## src/rtl/starship_reset_sequencer.sv

```systemverilog
`default_nettype none
// ============================================================================
//  Module   : starship_reset_sequencer
//  Purpose  : Power-up and runtime reset sequencer for a MIG DDR3-backed SoC.
//             It holds the MIG in reset, waits for clock lock and DDR3
//             calibration, then releases the debug domain and, after a
//             stagger, the core. At runtime it handles debug-module
//             non-debug resets, fuzzing meta-reset strobes and loss of
//             lock/calibration. A calibration timeout parks the block in a
//             terminal FAIL state.
//  Ports    : clock               - single clock, rising edge
//             reset_n             - asynchronous active-low reset
//             mmcm_locked         - MIG clock-manager lock status
//             init_calib_complete - MIG DDR3 calibration done
//             ndreset             - debug-module non-debug reset request
//             meta_req            - one-cycle meta-reset request pulse
//             mig_sys_rst         - active-high MIG system reset
//             debug_reset         - active-high debug-domain reset
//             core_reset          - active-high core/SoC reset
//             meta_reset          - active-high meta-reset strobe
//             fail                - sticky calibration-timeout flag
//             state               - current state encoding (3 bits)
//             restart_count       - saturating lock/calibration-loss count
//  Revision : 1.0 - initial release
// ============================================================================
module starship_reset_sequencer #(
  parameter int HOLD_CYCLES    = 16,       // >= 2
  parameter int STAGGER_CYCLES = 8,        // >= 1
  parameter int CALIB_TIMEOUT  = 1000000,  // >= 2
  parameter int CNT_W          = 24        // must hold the largest of the above
) (
  input  logic       clock,
  input  logic       reset_n,
  input  logic       mmcm_locked,
  input  logic       init_calib_complete,
  input  logic       ndreset,
  input  logic       meta_req,
  output logic       mig_sys_rst,
  output logic       debug_reset,
  output logic       core_reset,
  output logic       meta_reset,
  output logic       fail,
  output logic [2:0] state,
  output logic [7:0] restart_count
);

  typedef enum logic [2:0] {
    S_HOLD       = 3'd0,
    S_WAIT_CALIB = 3'd1,
    S_DEBUG_REL  = 3'd2,
    S_RUN        = 3'd3,
    S_CORE_HOLD  = 3'd4,
    S_META       = 3'd5,
    S_FAIL       = 3'd6
  } state_t;

  localparam logic [CNT_W-1:0] c_hold_last    = CNT_W'(HOLD_CYCLES - 1);
  localparam logic [CNT_W-1:0] c_stagger_last = CNT_W'(STAGGER_CYCLES - 1);
  localparam logic [CNT_W-1:0] c_calib_last   = CNT_W'(CALIB_TIMEOUT - 1);
  localparam logic [CNT_W-1:0] c_cnt_one      = CNT_W'(1);
  localparam logic [CNT_W-1:0] c_cnt_max      = {CNT_W{1'b1}};
  localparam logic [7:0]       c_restart_max  = 8'hFF;

  state_t           r_state;
  logic [CNT_W-1:0] r_cnt;
  logic [7:0]       r_restart_count;
  logic             r_mig_sys_rst;
  logic             r_debug_reset;
  logic             r_core_reset;
  logic             r_meta_reset;
  logic             r_fail;

  state_t           w_next_state;
  logic             w_link_ok;
  logic             w_link_lost;

  assign w_link_ok = mmcm_locked & init_calib_complete;

  // Next-state selection. Link loss is checked first in every post-calibration
  // state so that a dropped lock always wins over local sequencing.
  always_comb begin
    w_next_state = r_state;
    w_link_lost  = 1'b0;
    case (r_state)
      S_HOLD: begin
        if (r_cnt == c_hold_last) w_next_state = S_WAIT_CALIB;
      end
      S_WAIT_CALIB: begin
        // Calibration completing in the timeout cycle takes precedence.
        if (w_link_ok)                  w_next_state = S_DEBUG_REL;
        else if (r_cnt == c_calib_last) w_next_state = S_FAIL;
      end
      S_DEBUG_REL: begin
        if (!w_link_ok) begin
          w_next_state = S_HOLD;
          w_link_lost  = 1'b1;
        end else if (r_cnt == c_stagger_last) begin
          w_next_state = S_RUN;
        end
      end
      S_RUN: begin
        if (!w_link_ok) begin
          w_next_state = S_HOLD;
          w_link_lost  = 1'b1;
        end else if (ndreset) begin
          w_next_state = S_CORE_HOLD;
        end else if (meta_req) begin
          w_next_state = S_META;
        end
      end
      S_CORE_HOLD: begin
        // Minimum hold length is enforced, then the core stays in reset for
        // as long as the debug module keeps ndreset asserted.
        if (!w_link_ok) begin
          w_next_state = S_HOLD;
          w_link_lost  = 1'b1;
        end else if ((r_cnt >= c_hold_last) && !ndreset) begin
          w_next_state = S_RUN;
        end
      end
      S_META: begin
        if (!w_link_ok) begin
          w_next_state = S_HOLD;
          w_link_lost  = 1'b1;
        end else if (r_cnt == c_hold_last) begin
          w_next_state = S_RUN;
        end
      end
      S_FAIL: begin
        w_next_state = S_FAIL;
      end
      default: begin
        // Unused encoding 7 recovers through a fresh reset hold.
        w_next_state = S_HOLD;
      end
    endcase
  end

  // All state, counter and outputs update together; outputs are decoded from
  // the next state so they change on the same edge as the state itself.
  always_ff @(posedge clock or negedge reset_n) begin
    if (!reset_n) begin
      r_state         <= S_HOLD;
      r_cnt           <= '0;
      r_restart_count <= '0;
      r_mig_sys_rst   <= 1'b1;
      r_debug_reset   <= 1'b1;
      r_core_reset    <= 1'b1;
      r_meta_reset    <= 1'b0;
      r_fail          <= 1'b0;
    end else begin
      r_state <= w_next_state;

      // Counter restarts on every state change and saturates so a very long
      // ndreset in CORE_HOLD cannot wrap it back below the hold threshold.
      if (w_next_state != r_state) begin
        r_cnt <= '0;
      end else if (r_cnt != c_cnt_max) begin
        r_cnt <= r_cnt + c_cnt_one;
      end

      if (w_link_lost && (r_restart_count != c_restart_max)) begin
        r_restart_count <= r_restart_count + 8'd1;
      end

      r_mig_sys_rst <= (w_next_state == S_HOLD);
      r_debug_reset <= (w_next_state == S_HOLD) ||
                       (w_next_state == S_WAIT_CALIB) ||
                       (w_next_state == S_FAIL);
      r_core_reset  <= (w_next_state != S_RUN);
      r_meta_reset  <= (w_next_state == S_META);
      r_fail        <= (w_next_state == S_FAIL);
    end
  end

  assign state         = r_state;
  assign restart_count = r_restart_count;
  assign mig_sys_rst   = r_mig_sys_rst;
  assign debug_reset   = r_debug_reset;
  assign core_reset    = r_core_reset;
  assign meta_reset    = r_meta_reset;
  assign fail          = r_fail;

endmodule
`default_nettype wire

```

## config.mk

```make
export PLATFORM = sky130hd
export DESIGN_NAME = starship_reset_sequencer
export DESIGN_NICKNAME = d
export VERILOG_FILES = /design/src/rtl/starship_reset_sequencer.sv
export SDC_FILE = /design/constraint.sdc
export NUM_CORES = 1
export LEC_CHECK = 0
export CELL_PAD_IN_SITES_DETAIL_PLACEMENT = 2
export CELL_PAD_IN_SITES_GLOBAL_PLACEMENT = 2
export CORE_UTILIZATION = 39
export DETAILED_ROUTE_END_ITERATION = 10
export PLACE_DENSITY_LB_ADDON = 0.1
export SYNTH_ARGS = -nofsm -noshare
export SYNTH_HDL_FRONTEND = slang
export SYNTH_SLANG_ARGS = --single-unit
```

## constraint.sdc

```tcl
create_clock -name clock -period 4.7 [get_ports clock]
set_input_delay 0.94 -clock clock [delete_from_list [all_inputs] [get_ports clock]]
set_output_delay 0.94 -clock clock [all_outputs]
set_load 0.05 [all_outputs]
```

==> run_results.csv, run 1 <==
group,metric,value,unit
status,outcome,"complete, no violations",
timing,min_period_over_period,62.90,%
final_layout,antennaDiodeCount,0,
logic_synthesis,syn_inst,225,
clock_tree,cts.htree.levels,2,
grt,gr-total-overflow,0,
final_layout,syn_to_final_growth,15.07,%
timing,drv_slew,0,
setup_path,crit_path_top_delay_cell,"a2111oi_0",
timing,period_needed,2.956,ns
route,routedWlPerCell,17.88,um
die,start_util,41.60,%
die,num_rows,26,
final_layout,final_util,47.86,%
grt,grt_max_degree,41,
logic_synthesis,yosys-top-cells-count,"37 x dfrtp_1, 22 x nand2_1, 21 x nor2_1",
logic_synthesis,synth-main-ff-cell,"dfrtp_1",
final_layout,multi_input_area,1115,um2
clock_tree,clkSlewWorstSetupHoldPaths,0.08,ns
power,finalPower,0.5819,mW
logic_synthesis,synth_edf_count,0,
clock_tree,cts_made_buffers,5,
clock_tree,cts_tree,"done",
clock_tree,cts_buffer_depth,2,
power,p_per_area,230.7,nW/um2
logic_synthesis,syn_area_per_cell,9.743,um2
logic_synthesis,syn_area,2192,um2
grt,grt_pass1_vias,1941,
final_layout,nets,254,
place,dp_hpwl,4261,um
setup_path,cpMostUsedCell,"nand3_1",
clock_tree,cts_root_buf,"clkbuf_8",
setup_path,cp-start-kind,"flip-flop",
timing,fin_skew,0.006306,ns
setup_path,crit_type,"flip-flop to flip-flop",
logic_synthesis,synth_area_leader_cell,"dfrtp_1",
route,drt_iter0_markers,95,
timing,hold_viol,0,
logic_synthesis,ys_ff_latch,40,
route,vias_per_cell,5.492,
route,postRouteAntennaNets,0,
grt,use_met2,34.46,%
clock_tree,cts_sinks,40,
die,io_pins,22,
grt,use_met1,28.57,%
final_layout,seq_area,1005,um2
clock_tree,cts_resized,0,
worst_hold_path,hp-class,"flip-flop to flip-flop",
die,dieHeight,76.97,um
place,place_area,2442,um2
logic_synthesis,synth_area_leaders,"dfrtp_1 42%, xor2_1 7.2%, xnor2_1 4.8%",
route,vias,1741,
setup_path,worstPathArrival,3.13,ns
clock_tree,cts_hold_buf,0,
logic_synthesis,synth_nets,233,
clock_tree,clock_latency,0.29,ns
timing,relSlewSlack,25.47,%
job,cap_violations,0,
place,io_buffers,21,
logic_synthesis,yosysSeqAreaShare,45.83,%
place,place_congestion,0.7798,
logic_synthesis,synth.top_cell.area_share,42.24,%
grt,use_met3,4.167,%
timing,rsz0062_at_grt,"no",
timing,timing.setup.tns,0,ns
logic_synthesis,yosysMostFrequentCell,"dfrtp_1",
logic_synthesis,synth_cell_types,46,
power,leakagePower,0.9499,nW
grt,gr-max-usage-layer,"met2",
clock_tree,cts_setup_buffers,0,
grt,grt_first_pass_wirelength,9715,um
route,drc,0,
timing,max_freq,338.3,MHz
route,drt-total-wl,5668,um
setup_path,cp-end-kind,"flip-flop",
grt,antenna_found_initial,0,
die,dieWidth,76.97,um
logic_synthesis,async_flop_share,100.0,%
setup_path,max_stage_delay,0.99,ns
route,drtPass1Iterations,4,
die,core-area,5270,um2
grt,grt_usage,21.07,%
final_layout,drive_gt1_share,14.17,%
power,peakVddDrop,0.0001273,V
setup_path,crit_required,4.87,ns
final_layout,final_cell_area,2522,um2
die,die-area,5924,um2
final_layout,fillCellCount,573,
logic_synthesis,ys.warnings.count,0,
timing,worst_pin_slew,1.090,ns
setup_path,critical_path.cell_chain,"ha_1 > nand3_1 > nor3_1 > a2111oi_0 > and2_1 > nand3_1 > xor2_1 > nor2_1",
setup_path,crit_fanout,5,
timing,finalSetupViolCount,0,
==> final timing paths <==
check	start	endpoint	slack [ns]	cells after the start
min reg2reg	restart_count[5]	restart_count[5]	0.51	1
min in group asynchronous	reset_n	state[0]	0.77	1
max in group asynchronous	reset_n	r_cnt[19]	3.37	1
max	r_cnt[0]	r_cnt[9]	1.74	8
min	restart_count[5]	restart_count[5]	0.51	1
max reg2reg	r_cnt[0]	r_cnt[9]	1.74	8
==> power breakdown <==
part           switching, mW  internal, mW  total [mW]  leakage, nW
Combinational         0.0120       0.00568      0.0177        0.507
Clock                  0.114         0.105       0.219       0.0395
Sequential          0.000540         0.345       0.345        0.404
==> critical path: cells and delay by family (launching register included) <==
kind / cells / cell delay [ns]
xor gates and xnor gates: 1 / 0.18
and+or+nand+nor: 5 / 0.98
DFF: 1 / 0.42
adders and majority gates: 1 / 0.26
AOI/OAI and AO/OA: 1 / 0.99
==> sequential cells by signal (all words and copies together), names as in the netlist <==
| name | count |
|---|---|
| restart_count | 8 |
| debug_reset | 1 |
| state | 3 |
| meta_reset | 1 |
| mig_sys_rst | 1 |
| fail | 1 |
| r_cnt | 24 |
| core_reset | 1 |
==> area by class of cell <==
| class | count | area share, % |
|---|---|---|
| inverter | 6 | 0.8929 |
| multi-input combinational | 171 | 44.20 |
| tap | 70 | 3.472 |
| clock buffer | 8 | 3.175 |
| sequential | 40 | 39.83 |
| timing repair buffer | 22 | 8.433 |
==> placed cells by master (no fill, tap or decap), drive strengths merged, types with 2 or more instances in the layout <==
cell / synthesis / final
xnor2: 12 / 12
o31ai: 2 / 2
clkdlybuf4s50: 0 / 20
o21ai: 5 / 5
nand2: 22 / 22
nor2: 32 / 32
dfrtp: 37 / 37
ha: 2 / 2
and2: 5 / 5
nor4: 3 / 3
inv: 6 / 6
a21oi: 7 / 7
buf: 6 / 2
nor3: 9 / 9
and3: 4 / 4
clkbuf: 2 / 8
or2: 2 / 2
xor2: 18 / 18
nand4: 10 / 10
or4: 5 / 5
nand3: 16 / 16
dfstp: 3 / 3
==> per-stage QoR <==
stage | worst slack, ns | hold WS, ns | std cells
2_1_floorplan | 2.355 | 0.5303 | 225
3_3_place_gp | 1.650 | 0.4770 | 309
3_5_place_dp | 1.537 | 0.5028 | 309
4_1_cts | 1.755 | 0.5131 | 317
5_1_grt | 1.453 | 0.5196 | 317
6_report | 1.744 | 0.5071 | 317
==> layer usage <==
layer	wire, um	up-vias	share of wire (%)
met3	113	7	2.0
met1	2729	888	48
met5	0	-	0
met4	65	0	1.1
li1	-	826	-
met2	2759	20	49
==> cells by family after synthesis <==
family	synth area share [%]
adders and majority gates	1.141
buffers and inverters	3.311
AOI/OAI and AO/OA	9.247
DFF	45.83
xor gates and xnor gates	11.99
muxes	0.5137
and+or+nand+nor	27.97
Power figures use the tool's default switching activity.
==> run 2, diff against run 1 <==
CORE_UTILIZATION = 36   (was 39)
clock period = 3 ns   (was 4.7 ns; I/O delays follow)
==> run_results.csv, run 2 (synthesis gave the netlist of run 1 again) <==
group,metric,value,unit
clock_tree,cts_buffer_depth,2,
route,postRouteAntennaNets,0,
place,place_congestion,0.7468,
final_layout,multi_input_area,1115,um2
place,io_buffers,21,
final_layout,layoutNonFillerInstCount,331,
route,drc,0,
setup_path,crit_fanout,13,
grt,antenna_found_initial,0,
power,p_per_area,359.0,nW/um2
grt,grt_max_degree,41,
setup_path,cp-end-kind,"flip-flop",
timing,drv_slew,0,
die,die-area,6406,um2
clock_tree,cts_setup_buffers,0,
clock_tree,cts_resized,0,
grt,grt_first_pass_wirelength,9515,um
final_layout,syn_to_final_growth,19.46,%
setup_path,crit_required,3.18,ns
worst_hold_path,hp-class,"input port to asynchronous set/reset pin",
timing,max_freq,363.4,MHz
grt,grt_pass1_vias,1853,
clock_tree,cts_made_buffers,5,
die,num_rows,28,
power,peakVddDrop,0.0002571,V
route,drt_iter0_markers,41,
status,outcome,"complete, no violations",
die,io_pins,22,
grt,gr-total-overflow,0,
route,drtPass1Iterations,4,
route,vias_per_cell,5.305,
setup_path,crit_type,"flip-flop to flip-flop",
final_layout,drive_gt1_share,17.58,%
timing,timing.setup.tns,0,ns
die,dieHeight,80.04,um
final_layout,seq_area,1005,um2
clock_tree,clock_latency,0.29,ns
timing,min_period_over_period,91.73,%
timing,rsz0062_at_grt,"no",
timing,fin_skew,0.008766,ns
setup_path,cp-start-kind,"flip-flop",
final_layout,nets,263,
grt,grt_usage,19.69,%
power,leakagePower,1.001,nW
final_layout,fillCellCount,667,
route,vias,1756,
route,routedWlPerCell,17.24,um
die,start_util,37.24,%
die,dieWidth,80.04,um
final_layout,top_register,"r_cnt",
final_layout,layout_commonest_cell,"dfrtp_1",
job,cap_violations,0,
place,dp_cells,323,
clock_tree,cts_sinks,40,
timing,fin_hold_ws,0.4388,ns
final_layout,largest_reg_flops,24,
timing,period_needed,2.752,ns
clock_tree,cts_hold_buf,0,
timing,worst_pin_slew,0.9203,ns
clock_tree,cts_tree,"done",
final_layout,antennaDiodeCount,0,
timing,relSlewSlack,38.65,%
route,drt-total-wl,5705,um
power,finalPower,0.9401,mW
timing,finalSetupViolCount,0,
place,dp_hpwl,4270,um
clock_tree,clkSlewWorstSetupHoldPaths,0.08,ns
clock_tree,cts_root_buf,"clkbuf_8",
final_layout,final_cell_mix,"37 x dfrtp_1, 22 x nand2_1, 21 x nor2_1",
setup_path,worstPathArrival,2.93,ns
timing,hold_viol,0,
clock_tree,cts.htree.levels,2,
die,core-area,5886,um2
-- run 2: changes by cell type in the layout (fill, tap and decap cells not counted) --
cell / delta
buf_4: +8
buf_12: +1
clkbuf_1: -1
clkbuf_8: +1
-- run 2: per-layer routing --
layer,share of wire (%),global-route usage (%),vias up
met5,0,0,-
met4,1.1,5.357,0
met3,2.4,4.114,6
met2,48,31.45,19
met1,49,26.85,883
li1,-,-,848
-- run 2: critical path, cell delays in order (launching register included) --
cell and delay (ns):
dfrtp_1 0.43, or4_4 0.59, nor4_2 0.43, a21oi_1 0.18
a211oi_2 0.32, o22ai_1 0.18, o311ai_4 0.24, buf_12 0.23
nor2_1 0.06
-- run 2: power breakdown --
| group | leakage (nW) | switching (mW) | internal [mW] | total [mW] |
|---|---|---|---|---|
| Clock | 0.0455 | 0.181 | 0.188 | 0.368 |
| Combinational | 0.551 | 0.0196 | 0.0114 | 0.0310 |
| Sequential | 0.404 | 0.000947 | 0.540 | 0.541 |
| Total | 1.00 | 0.201 | 0.739 | 0.940 |
-- run 2: final cells by class --
type                       instances  share of cell area, %
inverter                           6                 0.8600
timing repair buffer              31                  11.18
multi-input combinational        171                  42.57
tap                               75                  3.583
sequential                        40                  38.37
clock buffer                       8                  3.440
-- run 2: final timing paths --
| path | slack [ns] | startpoint | cells after the start | to |
|---|---|---|---|---|
| max reg2reg | 0.25 | r_cnt[15] | 8 | r_cnt[6] |
| max in group asynchronous | 1.97 | reset_n | 1 | restart_count[7] |
| max | 0.25 | r_cnt[15] | 8 | r_cnt[6] |
| min reg2reg | 0.50 | restart_count[7] | 1 | restart_count[7] |
| min | 0.44 | reset_n | 1 | meta_reset |
| min in group clock | 0.50 | restart_count[7] | 1 | restart_count[7] |
-- run 2: stage by stage --
step,instance area [um2],setup slack (ns),util (%)
after global routing,2619,0.1104,44.49
after CTS,2619,0.2389,44.49
after detailed placement,2529,0.05441,42.96
after global placement,2529,0.08076,42.96
final,2619,0.2481,44.49
after floorplan,2192,0.7337,-
